`src/rtl/control_fsm.sv`:
```
// Four-state instruction sequencer for a small register-file/ALU datapath.
// State and IR are registered; every datapath enable is a decode of (state, IR).
module control_fsm #(
  parameter logic ILLEGAL_ERR = 1'b1
) (
  input  logic       CLKb,
  input  logic       RSTn,
  input  logic       Run,
  input  logic [9:0] INSTR,
  output logic       Ain,
  output logic       Gin,
  output logic       Gout,
  output logic [3:0] FN,
  output logic [3:0] Rin,
  output logic [3:0] Rout,
  output logic       Extern,
  output logic       Busy,
  output logic       Done,
  output logic       Err
);

  typedef enum logic [1:0] {IDLE, T1, T2, T3} state_t;

  localparam logic [3:0] OP_LOAD = 4'b0000;
  localparam logic [3:0] OP_COPY = 4'b0001;
  localparam logic [3:0] OP_INV  = 4'b0100;
  localparam logic [3:0] OP_FLP  = 4'b0101;

  state_t     state;
  logic [9:0] ir;

  logic [3:0] op;
  logic [1:0] rx, ry;
  logic       imm;
  logic       unused_rsvd;
  logic [3:0] rx_oh, ry_oh;
  logic       is_illegal, is_single, is_unary;

  assign op          = ir[9:6];
  assign rx          = ir[5:4];
  assign ry          = ir[3:2];
  assign imm         = ir[1];
  assign unused_rsvd = ir[0];
  assign rx_oh       = 4'b0001 << rx;
  assign ry_oh       = 4'b0001 << ry;

  // 1100..1111 are undefined; they finish in T1 like LOAD/COPY
  assign is_illegal = op[3] & op[2];
  assign is_single  = (op == OP_LOAD) | (op == OP_COPY) | is_illegal;
  assign is_unary   = (op == OP_INV) | (op == OP_FLP);

  always_ff @(posedge CLKb or negedge RSTn) begin
    if (!RSTn) begin
      state <= IDLE;
      ir    <= '0;
    end else begin
      case (state)
        IDLE: if (Run) begin
          ir    <= INSTR;
          state <= T1;
        end
        T1:      state <= is_single ? IDLE : T2;
        T2:      state <= is_unary  ? IDLE : T3;
        default: state <= IDLE;
      endcase
    end
  end

  always_comb begin
    Ain    = 1'b0;
    Gin    = 1'b0;
    Gout   = 1'b0;
    Rin    = '0;
    Rout   = '0;
    Extern = 1'b0;
    Done   = 1'b0;
    Err    = 1'b0;
    Busy   = (state != IDLE);
    FN     = (state == IDLE) ? 4'b0000 : op;
    case (state)
      T1: begin
        if (op == OP_LOAD) begin
          Extern = 1'b1;
          Rin    = rx_oh;
          Done   = 1'b1;
        end else if (op == OP_COPY) begin
          if (imm) Extern = 1'b1;
          else     Rout   = ry_oh;
          Rin  = rx_oh;
          Done = 1'b1;
        end else if (is_illegal) begin
          Done = 1'b1;
          Err  = ILLEGAL_ERR;
        end else if (is_unary) begin
          if (imm) Extern = 1'b1;
          else     Rout   = ry_oh;
          Gin = 1'b1;
        end else begin
          Rout = rx_oh;
          Ain  = 1'b1;
        end
      end
      T2: begin
        if (is_unary) begin
          Gout = 1'b1;
          Rin  = rx_oh;
          Done = 1'b1;
        end else begin
          if (imm) Extern = 1'b1;
          else     Rout   = ry_oh;
          Gin = 1'b1;
        end
      end
      T3: begin
        Gout = 1'b1;
        Rin  = rx_oh;
        Done = 1'b1;
      end
      default: ;
    endcase
  end

endmodule

```
`config.mk`:
```
export PLATFORM = sky130hd
export DESIGN_NAME = control_fsm
export DESIGN_NICKNAME = d
export VERILOG_FILES = /design/src/rtl/control_fsm.sv
export SDC_FILE = /design/constraint.sdc
export NUM_CORES = 1
export LEC_CHECK = 0
export CAP_MARGIN = 30
export CORE_MARGIN = 2
export CORE_UTILIZATION = 45
export CTS_BUF_LIST = sky130_fd_sc_hd__clkbuf_4
export DETAILED_ROUTE_END_ITERATION = 10
export PLACE_DENSITY = 0.92
export SLEW_MARGIN = 20
export SYNTH_ARGS = -nofsm -noshare
export SYNTH_HDL_FRONTEND = slang
export SYNTH_SLANG_ARGS = --single-unit
```
`constraint.sdc`:
```
create_clock -name CLKb -period 2.3 [get_ports CLKb]
set_input_delay 0.46 -clock CLKb [delete_from_list [all_inputs] [get_ports CLKb]]
set_output_delay 0.46 -clock CLKb [all_outputs]
set_load 0.02 [all_outputs]
```
==> report_table.html, run 1 <==
<table>
<tr><th>Metric</th><th>Value</th></tr>
<tr><th colspan="2">Status</th></tr>
<tr><td>Result of the run</td><td>finished, violations left</td></tr>
<tr><td>Failing checks</td><td>negative setup slack</td></tr>
<tr><th colspan="2">Clocking</th></tr>
<tr><td>H-tree level count</td><td>1</td></tr>
<tr><td>Total CTS buffers</td><td>3</td></tr>
<tr><td>TritonCTS clock tree</td><td>built</td></tr>
<tr><td>Clock tree root driver cell</td><td>clkbuf_4</td></tr>
<tr><td>Clock latency at the later pin of the worst-skew pair</td><td>0.27 ns</td></tr>
<tr><td>Clock Pin Slew Worst Setup and Hold Paths</td><td>roughly 0.060 ns</td></tr>
<tr><td>CTS Hold Buffers Added</td><td>0</td></tr>
<tr><td>Number of clock sinks</td><td>11</td></tr>
<tr><td>CTS max path bufs</td><td>2</td></tr>
<tr><th colspan="2">Logic synthesis</th></tr>
<tr><td>Ranking of synthesized cells by instance count</td><td>dfrtp_1, mux2_2, nand2_1</td></tr>
<tr><td>Yosys warns</td><td>0</td></tr>
<tr><td>Primary flip-flop cell chosen by synthesis mapping</td><td>dfrtp_1</td></tr>
<tr><td>Number of cells produced by synthesis</td><td>between 90 and 100</td></tr>
<tr><td>Area share of the largest cell type after synthesis</td><td>33.03%</td></tr>
<tr><td>Number of enable-type register cells in the synthesized netlist</td><td>0</td></tr>
<tr><td>Leading cell types by total area after synthesis</td><td>dfrtp_1, mux2_2, ha_1</td></tr>
<tr><td>Synthesized Nets</td><td>109</td></tr>
<tr><td>Post-synthesis instance area</td><td>833.3 sq um</td></tr>
<tr><td>Average footprint of a synthesized cell</td><td>9.058 sq um</td></tr>
<tr><td>Number of flip-flops and latches in the synthesized netlist</td><td>11</td></tr>
<tr><td>Sequential area share after synthesis</td><td>around 33%</td></tr>
<tr><td>Most frequently used cell type in the post-synthesis netlist</td><td>dfrtp_1</td></tr>
<tr><td>Async set-or-reset flop fraction in the synthesized netlist</td><td>100.0%</td></tr>
<tr><td>Cell taking the most area after synthesis</td><td>dfrtp_1</td></tr>
<tr><td>Number of distinct library cells after synthesis</td><td>33</td></tr>
<tr><th colspan="2">Critical path</th></tr>
<tr><td>Kind of cell adding the most delay to the critical path</td><td>simple AND/OR/NAND/NOR gates</td></tr>
<tr><td>Crit path buf inv count</td><td>2</td></tr>
<tr><td>Worst endpoint required time</td><td>between 1.5 and 2 ns</td></tr>
<tr><td>Largest stage delay, worst path</td><td>~0.51 ns</td></tr>
<tr><td>Cell Chain, Critical Path</td><td>inv_2 &gt; ha_4 &gt; nand2b_4 &gt; or4_4 &gt; o41ai_2 &gt; buf_4</td></tr>
<tr><td>Kind of capture point of the worst setup path</td><td>output pin</td></tr>
<tr><td>Slowest-stage cell, CP</td><td>or4_4</td></tr>
<tr><td>Crit path kind</td><td>flop to output pin</td></tr>
<tr><td>Crit path launch type</td><td>flop</td></tr>
<tr><td>Largest driver fanout on the critical path</td><td>3</td></tr>
<tr><td>CP Data Arrival Time</td><td>roughly 1.9 ns</td></tr>
<tr><th colspan="2">GRT</th></tr>
<tr><td>Residual overflow from global routing</td><td>0</td></tr>
<tr><td>First-pass GRT wire length</td><td>about 3.8 mm</td></tr>
<tr><td>Grt peak-use layer</td><td>met2</td></tr>
<tr><td>GRT Resource Usage Total</td><td>24.80%</td></tr>
<tr><td>Met1 usage</td><td>a little under a third</td></tr>
<tr><td>Met3 Use GR</td><td>roughly 3.8%</td></tr>
<tr><td>Antenna violations before repair</td><td>0</td></tr>
<tr><td>Met2 Resource Use GR</td><td>a little over two fifths</td></tr>
<tr><td>Vias in the first global route</td><td>between 800 and 900</td></tr>
<tr><td>Maximum number of pins on one net before global-route repair</td><td>12</td></tr>
<tr><th colspan="2">Route</th></tr>
<tr><td>Vias per Instance</td><td>approximately 5.5</td></tr>
<tr><td>Number of vias after detailed routing</td><td>about 930</td></tr>
<tr><td>DR WL/cell</td><td>between 15 and 20 um</td></tr>
<tr><td>Final antenna-violating net count</td><td>0</td></tr>
<tr><td>Number of detailed-routing iterations run before antenna repair</td><td>4</td></tr>
<tr><td>Number of violations reported at the end of detailed-routing iteration 0</td><td>22</td></tr>
<tr><td>Wire length reported by the detailed router</td><td>2.581 mm</td></tr>
<tr><td># DRC</td><td>0</td></tr>
<tr><th colspan="2">STA</th></tr>
<tr><td>Total count of hold-check failures in the final report</td><td>0</td></tr>
<tr><td>Final worst setup slack</td><td>-0.02150 ns</td></tr>
<tr><td>Final slew viol count</td><td>0</td></tr>
<tr><td>RSZ-0062 raised after global routing</td><td>true</td></tr>
<tr><td>Relative slew slack</td><td>67.91%</td></tr>
<tr><td>Max Clock Freq</td><td>0.4308 GHz</td></tr>
<tr><td>Actual slew at the worst max-slew pin</td><td>0.4798 ns</td></tr>
<tr><td>Crit path time final</td><td>approximately 2.3 ns</td></tr>
<tr><td>Final clock period utilization by the worst path</td><td>100.9%</td></tr>
<tr><td>Count of final setup violators</td><td>1</td></tr>
<tr><td>Layout Skew</td><td>between 0.0015 and 0.002 ns</td></tr>
<tr><td>Setup TNS</td><td>-0.02150 ns</td></tr>
<tr><th colspan="2">Power and ir drop</th></tr>
<tr><td>Post-layout total power</td><td>approximately 2000 uW</td></tr>
<tr><td>Comb pwr share</td><td>72.2%</td></tr>
<tr><td>Internal power summed over all cells</td><td>1116 uW</td></tr>
<tr><td>Sw frac</td><td>45.14%</td></tr>
<tr><td>Net switching power of the design</td><td>918.3 uW</td></tr>
<tr><td>Worst IR Drop VDD</td><td>between 1 and 1.5 mV</td></tr>
<tr><td>Sequential power share</td><td>about a fifth</td></tr>
<tr><td>Leak pwr</td><td>just over 0.0007 uW</td></tr>
<tr><td>Clk pwr share</td><td>under 10%</td></tr>
<tr><td>Power density of the placed cells</td><td>between 1000 and 1500 nW/um^2</td></tr>
<tr><th colspan="2">Finish</th></tr>
<tr><td>Layout Area Growth over Synthesis</td><td>70.57%</td></tr>
<tr><td>Fin area</td><td>~1400 sq um</td></tr>
<tr><td>Antenna Diode Count</td><td>0</td></tr>
<tr><td>Nets</td><td>between 150 and 200</td></tr>
<tr><td>Share of cells above drive strength 1</td><td>46.53%</td></tr>
<tr><th colspan="2">Placed design</th></tr>
<tr><td>GP Congestion</td><td>a little under 0.9</td></tr>
<tr><td># port buffers</td><td>30</td></tr>
<tr><td>Placed inst area</td><td>approximately 1300 sq um</td></tr>
<tr><td>Sum of net half-perimeters after detailed placement</td><td>approximately 1.9 mm</td></tr>
<tr><th colspan="2">Run</th></tr>
<tr><td>Max Cap Viol</td><td>0</td></tr>
<tr><th colspan="2">Floorplanning</th></tr>
<tr><td>Full die area</td><td>2212 sq um</td></tr>
<tr><td>Core ar.</td><td>1727 sq um</td></tr>
<tr><td>Number of placement rows</td><td>15</td></tr>
<tr><td>Number of primary I/O pins</td><td>32</td></tr>
<tr><td>Overall die height</td><td>approximately 47 um</td></tr>
<tr><td>Initial cell density of the core</td><td>between 40% and 50%</td></tr>
<tr><td>Die X-Extent</td><td>between 40 and 50 um</td></tr>
<tr><th colspan="2">Min path</th></tr>
<tr><td>Hold Crit Class</td><td>input port to async pin</td></tr>
</table>
[power groups by stage]
stage / registers (uW) / clock network [uW] / logic, uW
after floorplan: 385 / 0 / 702
after global placement: 393 / 0 / 1270
after detailed placement: 407 / 0 / 1320
after CTS: 407 / 142 / 1310
after global routing: 438 / 152 / 1560
final: 426 / 140 / 1470
[flip-flops by register name, indices dropped and copies added (netlist names)]
name	cells
ir	9
state	2
[routing by layer]
metal  wire, um  vias to the layer above  part of all wire (%)
li1           -                      441                     -
met1       1045                      440                    40
met2       1327                       40                    51
met3        160                        7                   6.2
met4         48                        0                   1.9
met5          0                        -                     0
[per-stage QoR]
| step | utilization [%] | hold slack, ns | worst slack (ns) | std cells |
|---|---|---|---|---|
| final | 82.32 | 0.5180 | -0.02150 | 169 |
| after CTS | 75.94 | 0.5317 | -0.07187 | 169 |
| after detailed placement | 75.58 | 0.5772 | -0.2341 | 164 |
| after floorplan | - | 0.1644 | 0.08453 | 92 |
| after global placement | 75.58 | 0.5598 | -0.1587 | 164 |
| after global routing | 82.32 | 0.5579 | -0.08474 | 169 |
[what timing repair did]
action	CTS	global route
setup buffers	1	0
pin swaps	1	5
setup endpoints to repair	14	17
resized for setup	46	30
[cell usage in the layout (no fill, tap or decap), types with 2 or more instances in the layout]
cell,n
nand2_1,6
dlymetal6s2s_1,5
ha_4,3
a21oi_1,2
mux2_2,10
dlygate4sd2_1,4
inv_1,3
clkdlybuf4s50_1,12
nor2_2,2
o21ai_1,2
nor2b_1,4
a21boi_1,2
a21o_1,2
o21ai_0,2
buf_2,3
or3b_1,2
nand3_1,5
inv_2,2
buf_4,28
dfrtp_1,11
clkbuf_4,4
nor2_1,4
[final cells by class]
class                   instances  area (sq um)
inverters                       5         18.77
well taps                      25         31.28
multi-input cells              71         611.8
repair buffers                 53         454.2
fillers                       100         305.3
flip-flops and latches         11         275.3
clock buffers                   4         30.03
[logic make-up after synthesis]
| group | after synthesis | synth area share, % |
|---|---|---|
| AO/OA/AOI/OAI | 22 | 18.62 |
| flip-flops | 11 | 33.03 |
| multiplexers | 11 | 14.72 |
| adder cells (fa/ha/maj) | 4 | 6.006 |
| AND/OR/NAND/NOR | 34 | 22.37 |
| buffers and inverters | 10 | 5.255 |
[path summary, 6_finish.rpt]
check / from / end / slack (ns) / depth (start not counted)
max in group asynchronous: RSTn / ir[7] / 1.46 / 1
setup reg to reg: state[1] / ir[1] / 0.69 / 5
hold reg to reg: ir[2] / ir[2] / 0.60 / 1
min in group CLKb: ir[2] / ir[2] / 0.60 / 1
hold / removal: RSTn / ir[6] / 0.52 / 1
setup / recovery: state[1] / Rout[0] / -0.02 / 6
(Power assumes the default switching activity.)
==> run 2: changes to the inputs <==
--- a/config.mk
+++ b/config.mk
@@ -10,6 +10,7 @@
 export CORE_UTILIZATION = 45
 export CTS_BUF_LIST = sky130_fd_sc_hd__clkbuf_4
 export DETAILED_ROUTE_END_ITERATION = 10
+export MAX_ROUTING_LAYER = met4
 export PLACE_DENSITY = 0.92
 export SLEW_MARGIN = 20
 export SYNTH_ARGS = -nofsm -noshare
==> report_table.html, run 2 (synthesis gave the netlist of run 1 again) <==
<table>
<tr><th>Metric</th><th>Value</th></tr>
<tr><th colspan="2">Finish</th></tr>
<tr><td>Highest-count cells in the layout ignoring fill and taps</td><td>buf_4, clkdlybuf4s50_1, dfrtp_1</td></tr>
<tr><td>Utilization after layout</td><td>82.32% (unchanged)</td></tr>
<tr><td>Filler cell count</td><td>100 (unchanged)</td></tr>
<tr><td>Fin cells</td><td>169 (unchanged)</td></tr>
<tr><td>Nets</td><td>162 (unchanged)</td></tr>
<tr><td>Layout Area Growth over Synthesis</td><td>70.57% (unchanged)</td></tr>
<tr><td>Flip-flop count of the largest register after layout</td><td>9 (unchanged)</td></tr>
<tr><td>Register ranked first by flip-flop count</td><td>ir</td></tr>
<tr><td>Antenna Diode Count</td><td>0 (unchanged)</td></tr>
<tr><td>Share of cells above drive strength 1</td><td>46.53% (unchanged)</td></tr>
<tr><td>Biggest registers after layout</td><td>ir (9), state (2)</td></tr>
<tr><td>Most common cell after layout, fill and taps aside</td><td>buf_4</td></tr>
<tr><th colspan="2">GRT</th></tr>
<tr><td>First-pass GRT wire length</td><td>3.850 mm (+0.36%)</td></tr>
<tr><td>Maximum number of pins on one net before global-route repair</td><td>12 (unchanged)</td></tr>
<tr><td>Antenna violations before repair</td><td>0 (unchanged)</td></tr>
<tr><td>Residual overflow from global routing</td><td>0 (unchanged)</td></tr>
<tr><td>Vias in the first global route</td><td>863 (-0.12%)</td></tr>
<tr><td>GRT Resource Usage Total</td><td>25.70% (+0.89 points)</td></tr>
<tr><th colspan="2">Clocking</th></tr>
<tr><td>Clock tree root driver cell</td><td>clkbuf_4</td></tr>
<tr><td>CTS Hold Buffers Added</td><td>0 (unchanged)</td></tr>
<tr><td>Total CTS buffers</td><td>3 (unchanged)</td></tr>
<tr><td>Clock Pin Slew Worst Setup and Hold Paths</td><td>0.06 ns (about the same)</td></tr>
<tr><td>Clock latency at the later pin of the worst-skew pair</td><td>0.26 ns (about the same)</td></tr>
<tr><td>H-tree level count</td><td>1 (unchanged)</td></tr>
<tr><td>TritonCTS clock tree</td><td>built</td></tr>
<tr><td>CTS max path bufs</td><td>2 (unchanged)</td></tr>
<tr><td>Number of clock sinks</td><td>11 (unchanged)</td></tr>
<tr><th colspan="2">Route</th></tr>
<tr><td>Wire length reported by the detailed router</td><td>2.606 mm (+0.97%)</td></tr>
<tr><td>Number of violations reported at the end of detailed-routing iteration 0</td><td>15 (-32%)</td></tr>
<tr><td>M1 wire length</td><td>1.087 mm (+4.0%)</td></tr>
<tr><td>DR WL/cell</td><td>15.42 um (+0.97%)</td></tr>
<tr><td>Final antenna-violating net count</td><td>0 (unchanged)</td></tr>
<tr><td>Amount of wire on met3 after detailed routing</td><td>145 um (-9.4%)</td></tr>
<tr><td>Topmost layer with routed signal wires</td><td>met4</td></tr>
<tr><td>Number of detailed-routing iterations run before antenna repair</td><td>4 (unchanged)</td></tr>
<tr><td># DRC</td><td>0 (unchanged)</td></tr>
<tr><td>Number of vias after detailed routing</td><td>922 (-0.65%)</td></tr>
<tr><td>Vias per Instance</td><td>5.456 (-0.65%)</td></tr>
<tr><td>Met2 Wirelength</td><td>1.313 mm (-1.1%)</td></tr>
<tr><th colspan="2">STA</th></tr>
<tr><td>Final worst setup slack</td><td>-0.01986 ns (+0.001642 ns)</td></tr>
<tr><td>Relative slew slack</td><td>67.37% (-0.54 points)</td></tr>
<tr><td>Worst hold slack after final layout</td><td>0.5247 ns (+0.006754 ns)</td></tr>
<tr><td>Count of final setup violators</td><td>1 (unchanged)</td></tr>
<tr><td>Total count of hold-check failures in the final report</td><td>0 (unchanged)</td></tr>
<tr><td>Crit path time final</td><td>2.320 ns (-0.001642 ns)</td></tr>
<tr><td>Final clock period utilization by the worst path</td><td>100.9% (about the same)</td></tr>
<tr><td>Layout Skew</td><td>0.001406 ns (-0.0003908 ns)</td></tr>
<tr><td>Final slew viol count</td><td>0 (unchanged)</td></tr>
<tr><td>RSZ-0062 raised after global routing</td><td>true</td></tr>
<tr><td>Actual slew at the worst max-slew pin</td><td>0.4879 ns (+0.008111 ns)</td></tr>
<tr><td>Max Clock Freq</td><td>0.4311 GHz (about the same)</td></tr>
<tr><th colspan="2">Status</th></tr>
<tr><td>Result of the run</td><td>finished, violations left</td></tr>
<tr><td>Failing checks</td><td>negative setup slack</td></tr>
<tr><th colspan="2">Floorplanning</th></tr>
<tr><td>Die X-Extent</td><td>47.03 um (unchanged)</td></tr>
<tr><td>Core ar.</td><td>1727 sq um (unchanged)</td></tr>
<tr><td>Number of primary I/O pins</td><td>32 (unchanged)</td></tr>
<tr><td>Overall die height</td><td>47.03 um (unchanged)</td></tr>
<tr><td>Initial cell density of the core</td><td>48.26% (unchanged)</td></tr>
<tr><td>Number of placement rows</td><td>15 (unchanged)</td></tr>
<tr><td>Full die area</td><td>2212 sq um (unchanged)</td></tr>
<tr><th colspan="2">Power and ir drop</th></tr>
<tr><td>Clk pwr share</td><td>6.8% (about the same)</td></tr>
<tr><td>Net switching power of the design</td><td>922.0 uW (+0.40%)</td></tr>
<tr><td>Post-layout total power</td><td>2038 uW (+0.19%)</td></tr>
<tr><td>Comb pwr share</td><td>72.3% (about the same)</td></tr>
<tr><td>Sw frac</td><td>45.24% (+0.099 points)</td></tr>
<tr><td>Leak pwr</td><td>0.0007095 uW (unchanged)</td></tr>
<tr><td>Worst IR Drop VDD</td><td>1.121 mV (+0.24%)</td></tr>
<tr><td>Sequential power share</td><td>20.9% (about the same)</td></tr>
<tr><td>Power density of the placed cells</td><td>1434 nW/um^2 (+0.19%)</td></tr>
<tr><td>Internal power summed over all cells</td><td>1116 uW (about the same)</td></tr>
<tr><th colspan="2">Critical path</th></tr>
<tr><td>R2R cell count</td><td>5 (unchanged)</td></tr>
<tr><td>Terminus of the critical flop-to-flop path</td><td>ir[1]</td></tr>
<tr><td>Startpoint of the worst-slack reg-to-reg timing path</td><td>state[1]</td></tr>
<tr><td>Largest driver fanout on the critical path</td><td>3 (unchanged)</td></tr>
<tr><td>Crit path launch type</td><td>flop</td></tr>
<tr><td>Worst endpoint required time</td><td>1.84 ns (about the same)</td></tr>
<tr><td>Register-to-register setup slack</td><td>0.68 ns (about the same)</td></tr>
<tr><td>Kind of capture point of the worst setup path</td><td>output pin</td></tr>
<tr><td>CP Data Arrival Time</td><td>1.86 ns (about the same)</td></tr>
<tr><td>Crit path kind</td><td>flop to output pin</td></tr>
<tr><th colspan="2">Placed design</th></tr>
<tr><td># port buffers</td><td>30 (unchanged)</td></tr>
<tr><td>GP Congestion</td><td>0.8920 (+1.7%)</td></tr>
<tr><td>Number of cells in the design after placement</td><td>164 (unchanged)</td></tr>
<tr><td>Pre-CTS worst setup slack</td><td>-0.2341 ns (unchanged)</td></tr>
<tr><td>Sum of net half-perimeters after detailed placement</td><td>1.879 mm (unchanged)</td></tr>
<tr><th colspan="2">Min path</th></tr>
<tr><td>Hold Crit Class</td><td>input port to async pin</td></tr>
<tr><th colspan="2">Run</th></tr>
<tr><td>Max Cap Viol</td><td>0 (unchanged)</td></tr>
</table>
run 2: layout make-up:
class,instances,area (sq um),area share [%]
multi-input combinational,71,611.8,43.05
sequential,11,275.3,19.37
timing repair buffer,53,454.2,31.95
inverter,5,18.77,1.320
tap,25,31.28,2.201
clock buffer,4,30.03,2.113
run 2: what timing repair did:
item	4_1_cts	5_1_grt
gates resized for setup	46	30
setup endpoints to repair	14	17
pin swaps	1	5
buffers inserted	1	0
run 2: worst max-delay path, stage by stage (launching register included):
cell and delay (ns):
dfrtp_1 0.39, inv_2 0.08, ha_4 0.29, nand2b_4 0.06, or4_4 0.51, o41ai_2 0.07
buf_4 0.20
run 2: how the worst max path moves through the flow:
stage / startpoint / to
2_1_floorplan: state[1] / Rin[2]
3_3_place_gp: state[0] / Rout[0]
3_5_place_dp: state[1] / Rout[0]
4_1_cts: state[1] / Rout[0]
5_1_grt: state[1] / Rout[0]
6_report: state[1] / Rout[0]
run 2: routing by layer:
layer / vias up / GRT usage, %
li1: 436 / -
met1: 433 / 32.13
met2: 45 / 43.01
met3: 8 / 3.077
met4: 0 / 8.333
met5: - / -
run 2: stage by stage:
step	instance area, sq um	setup TNS [ns]
finish	1421	-0.01986
global route	1421	-0.1363
floorplan	833.3	0
CTS	1311	-0.1579
detailed placement	1305	-1.336
global placement	1305	-0.9149
run 2: power by group through the flow:
| stage | combinational, uW | clock (uW) | sequential [uW] |
|---|---|---|---|
| finish | 1470 | 138 | 427 |
| global route | 1570 | 152 | 439 |
| CTS | 1310 | 142 | 407 |
| detailed placement | 1320 | 0 | 407 |
| global placement | 1270 | 0 | 393 |
| floorplan | 702 | 0 | 385 |
==> run 3: changes to the inputs <==
--- a/config.mk
+++ b/config.mk
@@ -12,7 +12,7 @@
 export DETAILED_ROUTE_END_ITERATION = 10
 export MAX_ROUTING_LAYER = met4
 export PLACE_DENSITY = 0.92
-export SLEW_MARGIN = 20
+export SETUP_SLACK_MARGIN = 0.3
 export SYNTH_ARGS = -nofsm -noshare
 export SYNTH_HDL_FRONTEND = slang
 export SYNTH_SLANG_ARGS = --single-unit
==> report_table.html, run 3 (synthesis gave the netlist of run 1 again) <==
<table>
<tr><th>Metric</th><th>Value</th></tr>
<tr><th colspan="2">Critical path</th></tr>
<tr><td>Cell Chain, Critical Path</td><td>buf_4 &gt; or2_1 &gt; a32oi_2 &gt; or4_4 &gt; o41ai_2 &gt; buf_4</td></tr>
<tr><td>Slowest-stage cell, CP</td><td>or4_4</td></tr>
<tr><td>Crit path buf inv count</td><td>2 (unchanged)</td></tr>
<tr><td>Cell repeated most along the worst path</td><td>buf_4</td></tr>
<tr><td>Kind of capture point of the worst setup path</td><td>output pin</td></tr>
<tr><td>Largest driver fanout on the critical path</td><td>8 (+5)</td></tr>
<tr><td>Crit path kind</td><td>flop to output pin</td></tr>
<tr><td>Worst endpoint required time</td><td>1.84 ns (about the same)</td></tr>
<tr><td>Largest stage delay, worst path</td><td>0.45 ns (-0.06 ns)</td></tr>
<tr><td>Kind of cell adding the most delay to the critical path</td><td>simple AND/OR/NAND/NOR gates</td></tr>
<tr><td>CP Data Arrival Time</td><td>1.96 ns (+0.10 ns)</td></tr>
<tr><td>Crit path launch type</td><td>flop</td></tr>
<tr><th colspan="2">Power and ir drop</th></tr>
<tr><td>Post-layout total power</td><td>2660 uW (+31%)</td></tr>
<tr><td>Worst IR Drop VDD</td><td>1.261 mV (+12%)</td></tr>
<tr><td>Power density of the placed cells</td><td>1606 nW/um^2 (+12%)</td></tr>
<tr><td>Leak pwr</td><td>0.0007000 uW (-1.3%)</td></tr>
<tr><th colspan="2">Finish</th></tr>
<tr><td>Highest-count cells in the layout ignoring fill and taps</td><td>buf_4, buf_6, clkdlybuf4s50_1</td></tr>
<tr><td>Nets</td><td>168 (+3.7%)</td></tr>
<tr><td>Multi-input gate area</td><td>757.0 sq um (+24%)</td></tr>
<tr><td>Sequential cell area in the final layout</td><td>281.5 sq um (+2.3%)</td></tr>
<tr><td>Flip-flop count of the largest register after layout</td><td>9 (unchanged)</td></tr>
<tr><td>Antenna Diode Count</td><td>0 (unchanged)</td></tr>
<tr><td>Utilization after layout</td><td>95.94% (+14 points)</td></tr>
<tr><td>Layout Area Growth over Synthesis</td><td>98.80%</td></tr>
<tr><td>Most common cell after layout, fill and taps aside</td><td>buf_4</td></tr>
<tr><td>Register ranked first by flip-flop count</td><td>ir</td></tr>
<tr><td>Biggest registers after layout</td><td>ir (9), state (2)</td></tr>
<tr><td>Share of cells above drive strength 1</td><td>66.67% (+20 points)</td></tr>
<tr><td>Filler cell count</td><td>39 (-61%)</td></tr>
<tr><th colspan="2">STA</th></tr>
<tr><td>Relative slew slack</td><td>66.55% (-0.82 points)</td></tr>
<tr><td>Layout Skew</td><td>0.004255 ns (+0.002849 ns)</td></tr>
<tr><td>Final worst setup slack</td><td>-0.1192 ns (-0.09938 ns)</td></tr>
<tr><td>Actual slew at the worst max-slew pin</td><td>0.4891 ns (+0.001136 ns)</td></tr>
<tr><td>Final clock period utilization by the worst path</td><td>105.2% (+4.3 points)</td></tr>
<tr><td>RSZ-0062 raised after global routing</td><td>true</td></tr>
<tr><td>Total count of hold-check failures in the final report</td><td>0 (unchanged)</td></tr>
<tr><td>Max Clock Freq</td><td>0.4134 GHz (-4.1%)</td></tr>
<tr><td>Final slew viol count</td><td>0 (unchanged)</td></tr>
<tr><td>Count of final setup violators</td><td>7 (+6)</td></tr>
<tr><td>Crit path time final</td><td>2.419 ns (+0.09938 ns)</td></tr>
<tr><th colspan="2">GRT</th></tr>
<tr><td>Residual overflow from global routing</td><td>0 (unchanged)</td></tr>
<tr><td>Maximum number of pins on one net before global-route repair</td><td>12 (unchanged)</td></tr>
<tr><td>Vias in the first global route</td><td>1027 (+19%)</td></tr>
<tr><td>First-pass GRT wire length</td><td>5.423 mm (+41%)</td></tr>
<tr><td>GRT Resource Usage Total</td><td>38.54% (+13 points)</td></tr>
<tr><td>Antenna violations before repair</td><td>0 (unchanged)</td></tr>
<tr><th colspan="2">Clocking</th></tr>
<tr><td>H-tree level count</td><td>1 (unchanged)</td></tr>
<tr><td>CTS Hold Buffers Added</td><td>0 (unchanged)</td></tr>
<tr><td>CTS max path bufs</td><td>2 (unchanged)</td></tr>
<tr><td>Clock Pin Slew Worst Setup and Hold Paths</td><td>0.08 ns (+0.02 ns)</td></tr>
<tr><td>Clock tree root driver cell</td><td>clkbuf_4</td></tr>
<tr><td>TritonCTS clock tree</td><td>built</td></tr>
<tr><td>Total CTS buffers</td><td>3 (unchanged)</td></tr>
<tr><td>Number of clock sinks</td><td>11 (unchanged)</td></tr>
<tr><td>Clock latency at the later pin of the worst-skew pair</td><td>0.27 ns (about the same)</td></tr>
<tr><th colspan="2">Placed design</th></tr>
<tr><td># port buffers</td><td>30 (unchanged)</td></tr>
<tr><td>Sum of net half-perimeters after detailed placement</td><td>2.013 mm (+7.1%)</td></tr>
<tr><td>GP Congestion</td><td>0.7953 (-11%)</td></tr>
<tr><th colspan="2">Route</th></tr>
<tr><td># DRC</td><td>0 (unchanged)</td></tr>
<tr><td>DR WL/cell</td><td>27.03 um (+75%)</td></tr>
<tr><td>Number of vias after detailed routing</td><td>1150 (+25%)</td></tr>
<tr><td>Wire length reported by the detailed router</td><td>4.731 mm (+82%)</td></tr>
<tr><td>Number of violations reported at the end of detailed-routing iteration 0</td><td>61 (+46)</td></tr>
<tr><td>Number of detailed-routing iterations run before antenna repair</td><td>4 (unchanged)</td></tr>
<tr><td>Final antenna-violating net count</td><td>0 (unchanged)</td></tr>
<tr><td>Vias per Instance</td><td>6.571 (+20%)</td></tr>
<tr><th colspan="2">Floorplanning</th></tr>
<tr><td>Initial cell density of the core</td><td>48.26% (unchanged)</td></tr>
<tr><td>Full die area</td><td>2212 sq um (unchanged)</td></tr>
<tr><td>Die X-Extent</td><td>47.03 um (unchanged)</td></tr>
<tr><td>Overall die height</td><td>47.03 um (unchanged)</td></tr>
<tr><td>Number of primary I/O pins</td><td>32 (unchanged)</td></tr>
<tr><td>Number of placement rows</td><td>15 (unchanged)</td></tr>
<tr><td>Core ar.</td><td>1727 sq um (unchanged)</td></tr>
<tr><th colspan="2">Status</th></tr>
<tr><td>Result of the run</td><td>finished, violations left</td></tr>
<tr><td>Failing checks</td><td>negative setup slack</td></tr>
<tr><th colspan="2">Min path</th></tr>
<tr><td>Hold Crit Class</td><td>input port to async pin</td></tr>
<tr><th colspan="2">Run</th></tr>
<tr><td>Max Cap Viol</td><td>0 (unchanged)</td></tr>
</table>
run 3: cell count changes in the layout (fill, tap and decap cells not counted), sizes merged:
| cell | change |
|---|---|
| buf | +11 |
| dlymetal6s2s | -5 |
| clkdlybuf4s15 | +4 |
| dlygate4sd2 | -4 |
| clkbuf | +1 |
| clkdlybuf4s50 | -1 |
run 3: final timing paths:
kind | start | end | slack, ns | cells past startpoint
hold / removal | RSTn | ir[5] | 0.51 | 1
hold reg to reg | ir[1] | ir[1] | 0.62 | 1
max in group asynchronous | RSTn | state[0] | 1.42 | 1
setup / recovery | ir[8] | Rout[0] | -0.12 | 6
min in group CLKb | ir[1] | ir[1] | 0.62 | 1
setup reg to reg | state[1] | state[1] | 0.56 | 7
run 3: repair_timing:
item / CTS / global route
setup buffers: 5 / 2
endpoints found under the setup margin: 19 / 19
gates cloned: 0 / 0
gates resized for setup: 111 / 39
pin swaps: 5 / 10
run 3: where the power goes:
part | internal (uW) | leakage (uW) | switching, uW
registers | 299 | 0.000126 | 160
clock network | 79.0 | 0.0000184 | 72.1
logic | 950 | 0.000556 | 1100
run 3: metal layers:
layer	vias to the layer above	GRT usage (%)	share of wire [%]
met4	0	21.11	6.5
met1	545	43.65	35
met3	34	4.615	10
met5	-	-	0
li1	447	-	-
met2	124	65.48	48
run 3: area by class of cell:
| type | count | share of cell area (%) |
|---|---|---|
| sequential | 11 | 16.99 |
| inverter | 5 | 1.284 |
| multi-input combinational | 71 | 45.69 |
| clock buffer | 4 | 1.813 |
| tap | 25 | 1.888 |
| timing repair buffer | 59 | 32.33 |
run 3: metrics by stage:
step	hold slack (ns)	setup WS, ns	cells	setup TNS, ns	instance area (sq um)
after floorplan	0.1644	0.2624	92	0	850.8
after global placement	0.5128	-0.1541	164	-0.7916	1323
after global routing	0.5599	-0.1200	175	-0.5094	1657
final	0.5147	-0.1192	175	-0.3096	1657
after detailed placement	0.5600	-0.2345	164	-1.431	1323
after CTS	0.5285	0.02068	173	0	1521
